$ cat config.mk
export PLATFORM = sky130hd
export DESIGN_NAME = pwm_channel_scheduler
export DESIGN_NICKNAME = d
export VERILOG_FILES = /design/src/rtl/pwm_sched_pkg.sv /design/src/rtl/pwm_width_counter.sv /design/src/rtl/pwm_channel_scheduler.sv
export SDC_FILE = /design/constraint.sdc
export NUM_CORES = 1
export LEC_CHECK = 0
export CAP_MARGIN = 15
export CORE_MARGIN = 5
export CORE_UTILIZATION = 50
export CTS_BUF_LIST = sky130_fd_sc_hd__clkbuf_2
export DETAILED_ROUTE_END_ITERATION = 10
export PLACE_DENSITY = 0.76
export SYNTH_ARGS = -nofsm -noshare
export SYNTH_HDL_FRONTEND = slang
export SYNTH_SLANG_ARGS = --single-unit
$ cat constraint.sdc
create_clock -name CLK -period 2.75 [get_ports CLK]
set_input_delay 0.275 -clock CLK [delete_from_list [all_inputs] [get_ports CLK]]
set_output_delay 0.275 -clock CLK [all_outputs]
set_load 0.01 [all_outputs]
$ cat src/rtl/pwm_sched_pkg.sv
// Shared types and defaults for the PWM channel scheduler.
package pwm_sched_pkg;

    // Scheduler FSM states, visible on the debug state output.
    typedef enum logic [2:0] {
        ST_IDLE      = 3'd0,
        ST_SELECT    = 3'd1,
        ST_WAIT_LOW  = 3'd2,
        ST_WAIT_HIGH = 3'd3,
        ST_MEASURE   = 3'd4,
        ST_PRESENT   = 3'd5
    } state_t;

    localparam int DEF_COUNT_W = 8;
    localparam int DEF_TIMEOUT = 65535;
    localparam int TMO_W       = 16;

endpackage

$ cat src/rtl/pwm_width_counter.sv
// Saturating pulse-width counter shared by all channels.
// clear has priority; clear together with inc loads 1 so the first high
// cycle of a pulse is already counted.
module pwm_width_counter
    import pwm_sched_pkg::*;
#(
    parameter int COUNT_W = DEF_COUNT_W
) (
    input  logic               i_clk,
    input  logic               i_rst,
    input  logic               clear,
    input  logic               inc,
    output logic [COUNT_W-1:0] value
);

    logic [COUNT_W-1:0] r_value;

    // Count up on inc, hold at all-ones instead of wrapping.
    always_ff @(posedge i_clk) begin
        if (i_rst) begin
            r_value <= '0;
        end else if (clear) begin
            r_value <= inc ? COUNT_W'(1) : '0;
        end else if (inc && (r_value != '1)) begin
            r_value <= r_value + COUNT_W'(1);
        end
    end

    assign value = r_value;

endmodule

$ cat src/rtl/pwm_channel_scheduler.sv
// Round-robin PWM high-pulse width scheduler.
// One width counter is time-shared over N_CH synchronized PWM inputs; each
// result {channel, width} is offered on a valid/ready port.
// Optional feature macro: PWM_SCHED_TIMEOUT_EN (per-channel wait timeout).
//
// Handshake: ResValid rises with stable ChanOut/CountOut/TimeoutOut and those
// hold until a cycle with ResValid && ResReady, which is the transfer cycle.
module pwm_channel_scheduler
    import pwm_sched_pkg::*;
#(
    parameter int N_CH    = 4,
    parameter int CH_W    = 2,
    parameter int COUNT_W = DEF_COUNT_W,
    parameter int TIMEOUT = DEF_TIMEOUT
) (
    input  logic               CLK,
    input  logic               RST,
    input  logic [N_CH-1:0]    PWMIn,
    input  logic [N_CH-1:0]    ChEnable,
    output logic [COUNT_W-1:0] CountOut,
    output logic [CH_W-1:0]    ChanOut,
    output logic               TimeoutOut,
    output logic               ResValid,
    input  logic               ResReady,
    output logic               Busy,
    output logic [2:0]         o_dbg_state
);

    logic [N_CH-1:0]    r_sync1;
    logic [N_CH-1:0]    r_sync2;
    state_t             r_state;
    logic [CH_W-1:0]    r_chan;
    logic [CH_W-1:0]    r_last;
    logic [COUNT_W-1:0] r_count_out;
    logic [CH_W-1:0]    r_chan_out;
    logic               r_timeout_out;
    logic               r_res_valid;

    logic               w_pwm_s;
    logic               w_in_wait;
    logic               w_tmo_hit;
    logic               w_cnt_clear;
    logic               w_cnt_inc;
    logic [COUNT_W-1:0] w_cnt_value;
    logic [CH_W-1:0]    w_next_ch;
    logic               w_found;

    // Two-flop synchronizer on every PWM pin.
    always_ff @(posedge CLK) begin
        if (RST) begin
            r_sync1 <= '0;
            r_sync2 <= '0;
        end else begin
            r_sync1 <= PWMIn;
            r_sync2 <= r_sync1;
        end
    end

    assign w_pwm_s   = r_sync2[r_chan];
    assign w_in_wait = (r_state == ST_WAIT_LOW) || (r_state == ST_WAIT_HIGH) ||
                       (r_state == ST_MEASURE);

    // Next enabled channel strictly after the last served one, wrapping.
    always_comb begin
        int v_idx;
        w_next_ch = r_last;
        w_found   = 1'b0;
        v_idx     = 0;
        for (int i = 1; i <= N_CH; i++) begin
            v_idx = (int'(r_last) + i) % N_CH;
            if (!w_found && ChEnable[CH_W'(v_idx)]) begin
                w_next_ch = CH_W'(v_idx);
                w_found   = 1'b1;
            end
        end
    end

`ifdef PWM_SCHED_TIMEOUT_EN
    logic [TMO_W-1:0] r_tmo;

    // Wait budget: loaded on selection, counts down while waiting/measuring.
    always_ff @(posedge CLK) begin
        if (RST) begin
            r_tmo <= '0;
        end else if (r_state == ST_SELECT) begin
            r_tmo <= TMO_W'(TIMEOUT);
        end else if (w_in_wait && (r_tmo != '0)) begin
            r_tmo <= r_tmo - TMO_W'(1);
        end
    end

    // The cycle that takes the budget to zero ends the wait.
    assign w_tmo_hit = w_in_wait && (r_tmo <= TMO_W'(1));
`else
    logic [TMO_W-1:0] w_unused_tmo;
    assign w_unused_tmo = TMO_W'(TIMEOUT);
    assign w_tmo_hit    = 1'b0;
`endif

    // First high cycle restarts the counter at 1; later high cycles add one.
    assign w_cnt_clear = (r_state == ST_WAIT_HIGH) && w_pwm_s;
    assign w_cnt_inc   = w_pwm_s && ((r_state == ST_WAIT_HIGH) || (r_state == ST_MEASURE));

    pwm_width_counter #(
        .COUNT_W (COUNT_W)
    ) u_width_counter (
        .i_clk (CLK),
        .i_rst (RST),
        .clear (w_cnt_clear),
        .inc   (w_cnt_inc),
        .value (w_cnt_value)
    );

    // Scheduler FSM with registered result outputs.
    always_ff @(posedge CLK) begin
        if (RST) begin
            r_state       <= ST_IDLE;
            r_chan        <= '0;
            r_last        <= CH_W'(N_CH - 1);
            r_count_out   <= '0;
            r_chan_out    <= '0;
            r_timeout_out <= 1'b0;
            r_res_valid   <= 1'b0;
        end else begin
            case (r_state)
                ST_IDLE: begin
                    if (|ChEnable) begin
                        r_state <= ST_SELECT;
                    end
                end
                ST_SELECT: begin
                    if (w_found) begin
                        r_chan  <= w_next_ch;
                        r_last  <= w_next_ch;
                        r_state <= ST_WAIT_LOW;
                    end else begin
                        r_state <= ST_IDLE;
                    end
                end
                ST_WAIT_LOW, ST_WAIT_HIGH, ST_MEASURE: begin
                    if (w_tmo_hit) begin
                        r_count_out   <= '0;
                        r_chan_out    <= r_chan;
                        r_timeout_out <= 1'b1;
                        r_res_valid   <= 1'b1;
                        r_state       <= ST_PRESENT;
                    end else if ((r_state == ST_WAIT_LOW) && !w_pwm_s) begin
                        r_state <= ST_WAIT_HIGH;
                    end else if ((r_state == ST_WAIT_HIGH) && w_pwm_s) begin
                        r_state <= ST_MEASURE;
                    end else if ((r_state == ST_MEASURE) && !w_pwm_s) begin
                        r_count_out   <= w_cnt_value;
                        r_chan_out    <= r_chan;
                        r_timeout_out <= 1'b0;
                        r_res_valid   <= 1'b1;
                        r_state       <= ST_PRESENT;
                    end
                end
                ST_PRESENT: begin
                    if (ResReady) begin
                        r_res_valid <= 1'b0;
                        r_state     <= (|ChEnable) ? ST_SELECT : ST_IDLE;
                    end
                end
                default: begin
                    r_state <= ST_IDLE;
                end
            endcase
        end
    end

    assign CountOut    = r_count_out;
    assign ChanOut     = r_chan_out;
    assign TimeoutOut  = r_timeout_out;
    assign ResValid    = r_res_valid;
    assign Busy        = (r_state != ST_IDLE);
    assign o_dbg_state = r_state;

endmodule

* Word-level counts from Yosys, hierarchy flattened
Cells that the tools add are included.
** Operators by class
- $add $sub $neg :: 5
- $mul :: 0
- Div/mod/pow operators :: 0
- $lt $le $gt $ge :: 5
- Equal/unequal tests :: 12
- Shift-type cells :: 0
- Mux-type cells :: 38
- Bitwise logic cells :: 2
- Reduce and logical (&&, ||, !) cells :: 23
** Operators by type and width (count)
- two-way mux 1 bit :: 19
- < comparator 2 x 4 -> 1 bit, second input constant :: 4
- two-way mux 8 bit :: 2
- two-way mux 3 bit :: 5
- case mux 3 bit (4 select lines) :: 1
- binary-select mux 1 bit (select 2 bit) :: 5
- two-way mux 2 bit :: 5
- inequality test 2 bit, second input constant :: 5
- adder 8 x 1 -> 8 bit, second input constant :: 1
- logical AND 1 bit :: 8
- inequality test 8 bit, second input constant :: 1
- == test 3 x 2 -> 1 bit, second input constant :: 2
- == test 3 bit, second input constant :: 2
- AND reduction 5 bit :: 1
- adder 2 x 1 -> 2 bit, second input constant :: 2
- adder 2 bit, second input constant :: 2
- zero test 1 bit :: 4
- inequality test 4 x 3 -> 1 bit, second input constant :: 1
- AND reduction 4 bit :: 1
- nonzero test 2 bit :: 2
- OR reduction 4 bit :: 1
- == test 3 x 1 -> 1 bit, second input constant :: 1
- zero test 3 bit :: 1
- < comparator 2 x 3 -> 1 bit, second input constant :: 1
- 7 further kinds :: 8
** Word-level totals
- Register bits :: 34
- Latch bits :: 0
- Memory bits (writable) :: 0
- Bits in read-only memories :: 0
- Bits of input ports :: 11
- Output and inout bits :: 16
- Word-level logic and storage cells :: 94
- Memories :: 0

* Longest topological paths before layout
- Depth in word-level cells :: 16
- Mapped depth :: 6
- Mapped depth without buffers :: 5

* By module
From an unflattened synthesis, not the netlist that was laid out.
** Unflattened totals
- Cell total of the unflattened synthesis :: 175
- Area total of the unflattened synthesis :: 1587.8 µm²
** Modules (own cells, without submodules)
- pwm_channel_scheduler :: instances 1, cells an instance 122, area each 1143.6 µm², sequential area each 520.5 µm²
- pwm_width_counter :: instances 1, cells an instance 53, area each 444.2 µm², sequential area each 160.2 µm²

* Worst setup path before layout
Ideal clock, no wire load.
- Path kind :: register to register
- Start :: register r_chan[0]
- End :: register r_chan_out[0], in the netlist ChanOut[0]
- Setup time :: 0.128 ns
- Data arrival time :: 1.448 ns
- Required time :: 2.622 ns
- Path slack :: 1.174 ns
- Cell stages (with the launch flop) :: 6
- Path buffers :: 1
- Period minus slack after synthesis :: 1.576 ns
- Cell sequence :: dfxtp_1 mux4_2 nor2b_4 buf_6 mux2i_1 nor2_1
** On the way
- Cells in the longest elaborated chain, start to end :: 6
- Elaborated cells between the ends (all ways) :: 9
- Classes of those cells :: mux: 2; bitwise: 2; reduce/logical: 5
** RTL lines
- start: declaration :: RTL line pwm_channel_scheduler.sv:32 : logic [CH_W-1:0] r_chan;
- start signal: assignment :: RTL line pwm_channel_scheduler.sv:133 : r_chan <= w_next_ch;
- binary-select mux 1 bit (select 2 bit) :: RTL line pwm_channel_scheduler.sv:59 : assign w_pwm_s = r_sync2[r_chan];
- two-way mux 1 bit (implied by the code) :: RTL line pwm_channel_scheduler.sv:59
- zero test 1 bit :: RTL line pwm_channel_scheduler.sv:147, pwm_channel_scheduler.sv:151
- logical AND 1 bit :: RTL line pwm_channel_scheduler.sv:147 : end else if ((r_state == ST_WAIT_LOW) && !w_pwm_s) begin
- inverter 1 bit (no source line)
- AND reduction 4 bit (no source line)
- end signal: assignment :: RTL line pwm_channel_scheduler.sv:143 : r_chan_out <= r_chan;
- end signal: assignment :: RTL line pwm_channel_scheduler.sv:153 : r_chan_out <= r_chan;
- end: declaration :: RTL line pwm_channel_scheduler.sv:35 : logic [CH_W-1:0] r_chan_out;
Several ways; a longest one is shown, not always the timed one. The select of a mux whose other input is x is not followed.
A chain may end at the register's enable or synchronous reset.

* Worst setup path after layout
- Start :: register r_state[0], in the netlist o_dbg_state[0]
- End :: output port Busy
** On the way
- Cells in the longest elaborated chain, start to end :: 1
** RTL lines
- start: declaration :: RTL line pwm_channel_scheduler.sv:31 : state_t r_state;
- start signal: assignment :: RTL line pwm_channel_scheduler.sv:162 : r_state <= (|ChEnable) ? ST_SELECT : ST_IDLE;
- nonzero test 3 bit :: RTL line pwm_channel_scheduler.sv:176 : assign Busy = (r_state != ST_IDLE);
- end: declaration :: RTL line pwm_channel_scheduler.sv:25 : output logic Busy,
No other way between the ends.

==> flow_metrics.env <==
export IMPL_status="finished clean"
export IMPL_rr_endpoint="CountOut[0]"
export IMPL_synth_async_reset_ratio_pct=0
export IMPL_post_cts_setup_buffers=0
export IMPL_drc=0
export IMPL_max_freq_ghz=0.5117
export IMPL_p_leak_nw=0.6690
export IMPL_cts_buffers=5
export IMPL_skew_ns=0.007887
export IMPL_clock_sinks=34
export IMPL_pre_cts_ws_ns=0.8116
export IMPL_dp_hpwl_um=2333
export IMPL_yosysSeqAreaShare_pct=43.31
export IMPL_swShare_pct=26.63
export IMPL_p_int_mw=0.7545
export IMPL_ys_seq_elements=34
export IMPL_diodes=0
export IMPL_final_cells=234
export IMPL_crit_slowest_cell="clkdlybuf4s50_1"
export IMPL_synth_cell_types=48
export IMPL_min_period_ns=1.954
export IMPL_p_switching_mw=0.2739
export IMPL_htree_levels=2
export IMPL_core_area_mm2=0.003028
export IMPL_min_path_type="in2reg"
export IMPL_clkTransAtPathRegs_ns=0.16
export IMPL_ant_nets=0
export IMPL_cts_hold_buf=0
export IMPL_synth_top_cell_by_area="dfxtp_1"
export IMPL_place_inst=227
export IMPL_dpl_cell_area_mm2=0.001821
export IMPL_rrSetupSlack_ns=0.84
export IMPL_grt_max_degree=17
export IMPL_crit_required_ns=2.48
export IMPL_die_area_mm2=0.004364
export IMPL_cp_start_kind="register"
export IMPL_drt_wirelength_per_cell_um=13.33
export IMPL_synth_warnings=0
export IMPL_crit_chain="or3_1 > clkdlybuf4s50_1"
export IMPL_synth_ff_type="dfxtp_1"
export IMPL_grt_pass1_wl_um=5409
export IMPL_track_usage_pct=16.22
export IMPL_cp_arrival_ns=1.68
export IMPL_dr_max_layer_used="met4"
export IMPL_crit_type="reg2out"
export IMPL_synthCells=166
export IMPL_routed_wl_met2_um=1511
export IMPL_hold_viol_final=0
export IMPL_worst_path_max_fanout=11
export IMPL_syn_area_mm2=0.001572
export IMPL_rsz0062_at_grt="no"
export IMPL_finalCritPeriodShare_pct=71.07
export IMPL_dr_pass1_iters=4
export IMPL_avgViaCountPerCell=5.299
export IMPL_worst_pin_slew_ns=0.6122
export IMPL_num_io_pins=27
export IMPL_finalSetupViolCount=0
export IMPL_clk_latency_ns=0.36
export IMPL_fp_dieH_um=66.06
export IMPL_setup_tns_ns=0
export IMPL_overflow=0
export IMPL_synth_edf_count=0
export IMPL_critPathLaunch="o_dbg_state[0]"
export IMPL_dr_total_vias=1240
export IMPL_wl_met3_um=128
export IMPL_avgSynthCellArea_um2=9.467
export IMPL_root_buffer="clkbuf_2"
export IMPL_stdcell_area_mm2=0.001879
export IMPL_crit_end="Busy"
export IMPL_clk_path_buf_depth=2
export IMPL_crit_path_end_kind="output port"
export IMPL_drt_met1_wl_um=1417
export IMPL_antenna_found_initial=0
export IMPL_ctsResizeCount=0
export IMPL_hold_slack_ns=0.4457
export IMPL_area_growth_pct=19.59
export IMPL_timing_rr_start="r_chan[0]"
export IMPL_max_stage_delay_ns=0.49
export IMPL_die_w_um=66.06
export IMPL_cts_tree="done"
export IMPL_synth_area_top_cells="dfxtp_1 (43%), mux2i_1 (7.0%), a21oi_1 (3.8%), nor2_1 (3.6%), nor2b_1 (3.6%)"
export IMPL_irDropWorstVdd_uv=283.3
export IMPL_synth_top_cell_area_share_pct=43.31
export IMPL_synth_net_count=178
export IMPL_pwr_share_comb_pct=16.6
export IMPL_portBuffers=25
export IMPL_fin_nets=202
export IMPL_rows=20
export IMPL_drt_iter0_drc=62
export IMPL_wl_um=3119
export IMPL_pwr_share_seq_pct=54.3
export IMPL_slew_headroom_pct=59.06
export IMPL_layout_drive_gt1_share_pct=8.421
export IMPL_cap_viol_max_count=0
export IMPL_power_density_mw_per_mm2=547.2
export IMPL_slew_violations=0
export IMPL_p_clk_share_pct=29.1
export IMPL_start_util_pct=51.90
export IMPL_first_global_vias=1266
export IMPL_place_gp_congestion=0.7345
export IMPL_ff2ff_path_depth=4
export IMPL_finalWorstSetupSlack_ns=0.7956
-- placed cells by master, fill, tap and decap left out, types with 3 or more instances in the layout --
cell and instances:
o21a_1 3, nor2_1 15, mux2i_1 11, a31oi_1 4
and3_1 3, nor3_1 3, nor2b_1 9, a211oi_1 3
clkbuf_2 5, clkdlybuf4s50_1 25, a21oi_1 12, nand2_1 9
o21ai_0 3, nand2b_1 4, inv_1 5, dfxtp_1 34
-- cell type report --
cell class,count,area [um^2]
Clock inverter,2,33.78
Sequential cell,34,680.7
Fill cell,274,1149
Tap cell,44,55.05
Clock buffer,5,25.02
Inverter,5,18.77
Multi-Input combinational cell,118,808.3
Timing Repair Buffer,26,257.7
-- how the worst min path moves through the flow --
stage | startpoint | end | slack, ns | depth (start not counted)
4_1_cts | PWMIn[3] | r_sync1[3] | 0.42 | 2
3_3_place_gp | r_sync1[2] | r_sync2[2] | 0.42 | 1
3_5_place_dp | r_sync1[1] | r_sync2[1] | 0.44 | 1
2_1_floorplan | PWMIn[0] | r_sync1[0] | 0.40 | 1
5_1_grt | PWMIn[2] | r_sync1[2] | 0.42 | 2
6_report | PWMIn[3] | r_sync1[3] | 0.45 | 2
-- routing by layer --
metal  GRT usage, %  vias up
li1               -      640
met1          18.16      570
met2          27.91       21
met3          5.612        9
met4          6.599        0
met5              0        -
-- power by group through the flow --
stage	Sequential, mW	Combinational, mW	Clock (mW)
final	0.558	0.171	0.299
after CTS	0.558	0.172	0.311
after global routing	0.564	0.191	0.323
after global placement	0.567	0.167	0
after detailed placement	0.569	0.172	0
after floorplan	0.556	0.127	0
-- worst max-delay path, delay by kind of cell (launching register included) --
family | cells | cell delay (ns)
buf+inv | 1 | 0.49
flops | 1 | 0.44
simple gates | 1 | 0.39
-- synth_stat cells, drive strengths merged (4+ instances only) --
library cell and n:
dfxtp 34, nor2 15, a21oi 12, mux2i 11, nor2b 10, nand2 9
buf 6, a211oi 5, inv 5, a31oi 4, nand2b 4, nor3 4
-- metrics by stage --
step | util [%] | total power [mW]
finish | 62.07 | 1.028
global route | 62.07 | 1.078
detailed placement | 60.12 | 0.7405
floorplan | - | 0.6829
global placement | 60.12 | 0.7343
CTS | 62.07 | 1.041
-- cell families (layout without fill, tap and decap cells) --
group                      count (synthesis)  count (layout)  synth area share (%)
adders and majority gates                  1               1                0.7961
and+or+nand+nor                           64              64                 24.20
DFF                                       34              34                 43.31
other                                      1               1                0.2386
AOI/OAI and AO/OA                         40              40                 17.76
muxes                                     12              12                 8.440
buffers and inverters                     14              38                 5.255
-- sequential cells by signal (all words and copies together) (netlist names) --
| signal | count |
|---|---|
| ChanOut | 2 |
| CountOut | 8 |
| ResValid | 1 |
| o_dbg_state | 3 |
| r_chan | 2 |
| r_last | 2 |
| r_sync1 | 4 |
| r_sync2 | 4 |
| u_width_counter.value | 8 |
(Power assumes the default switching activity.)
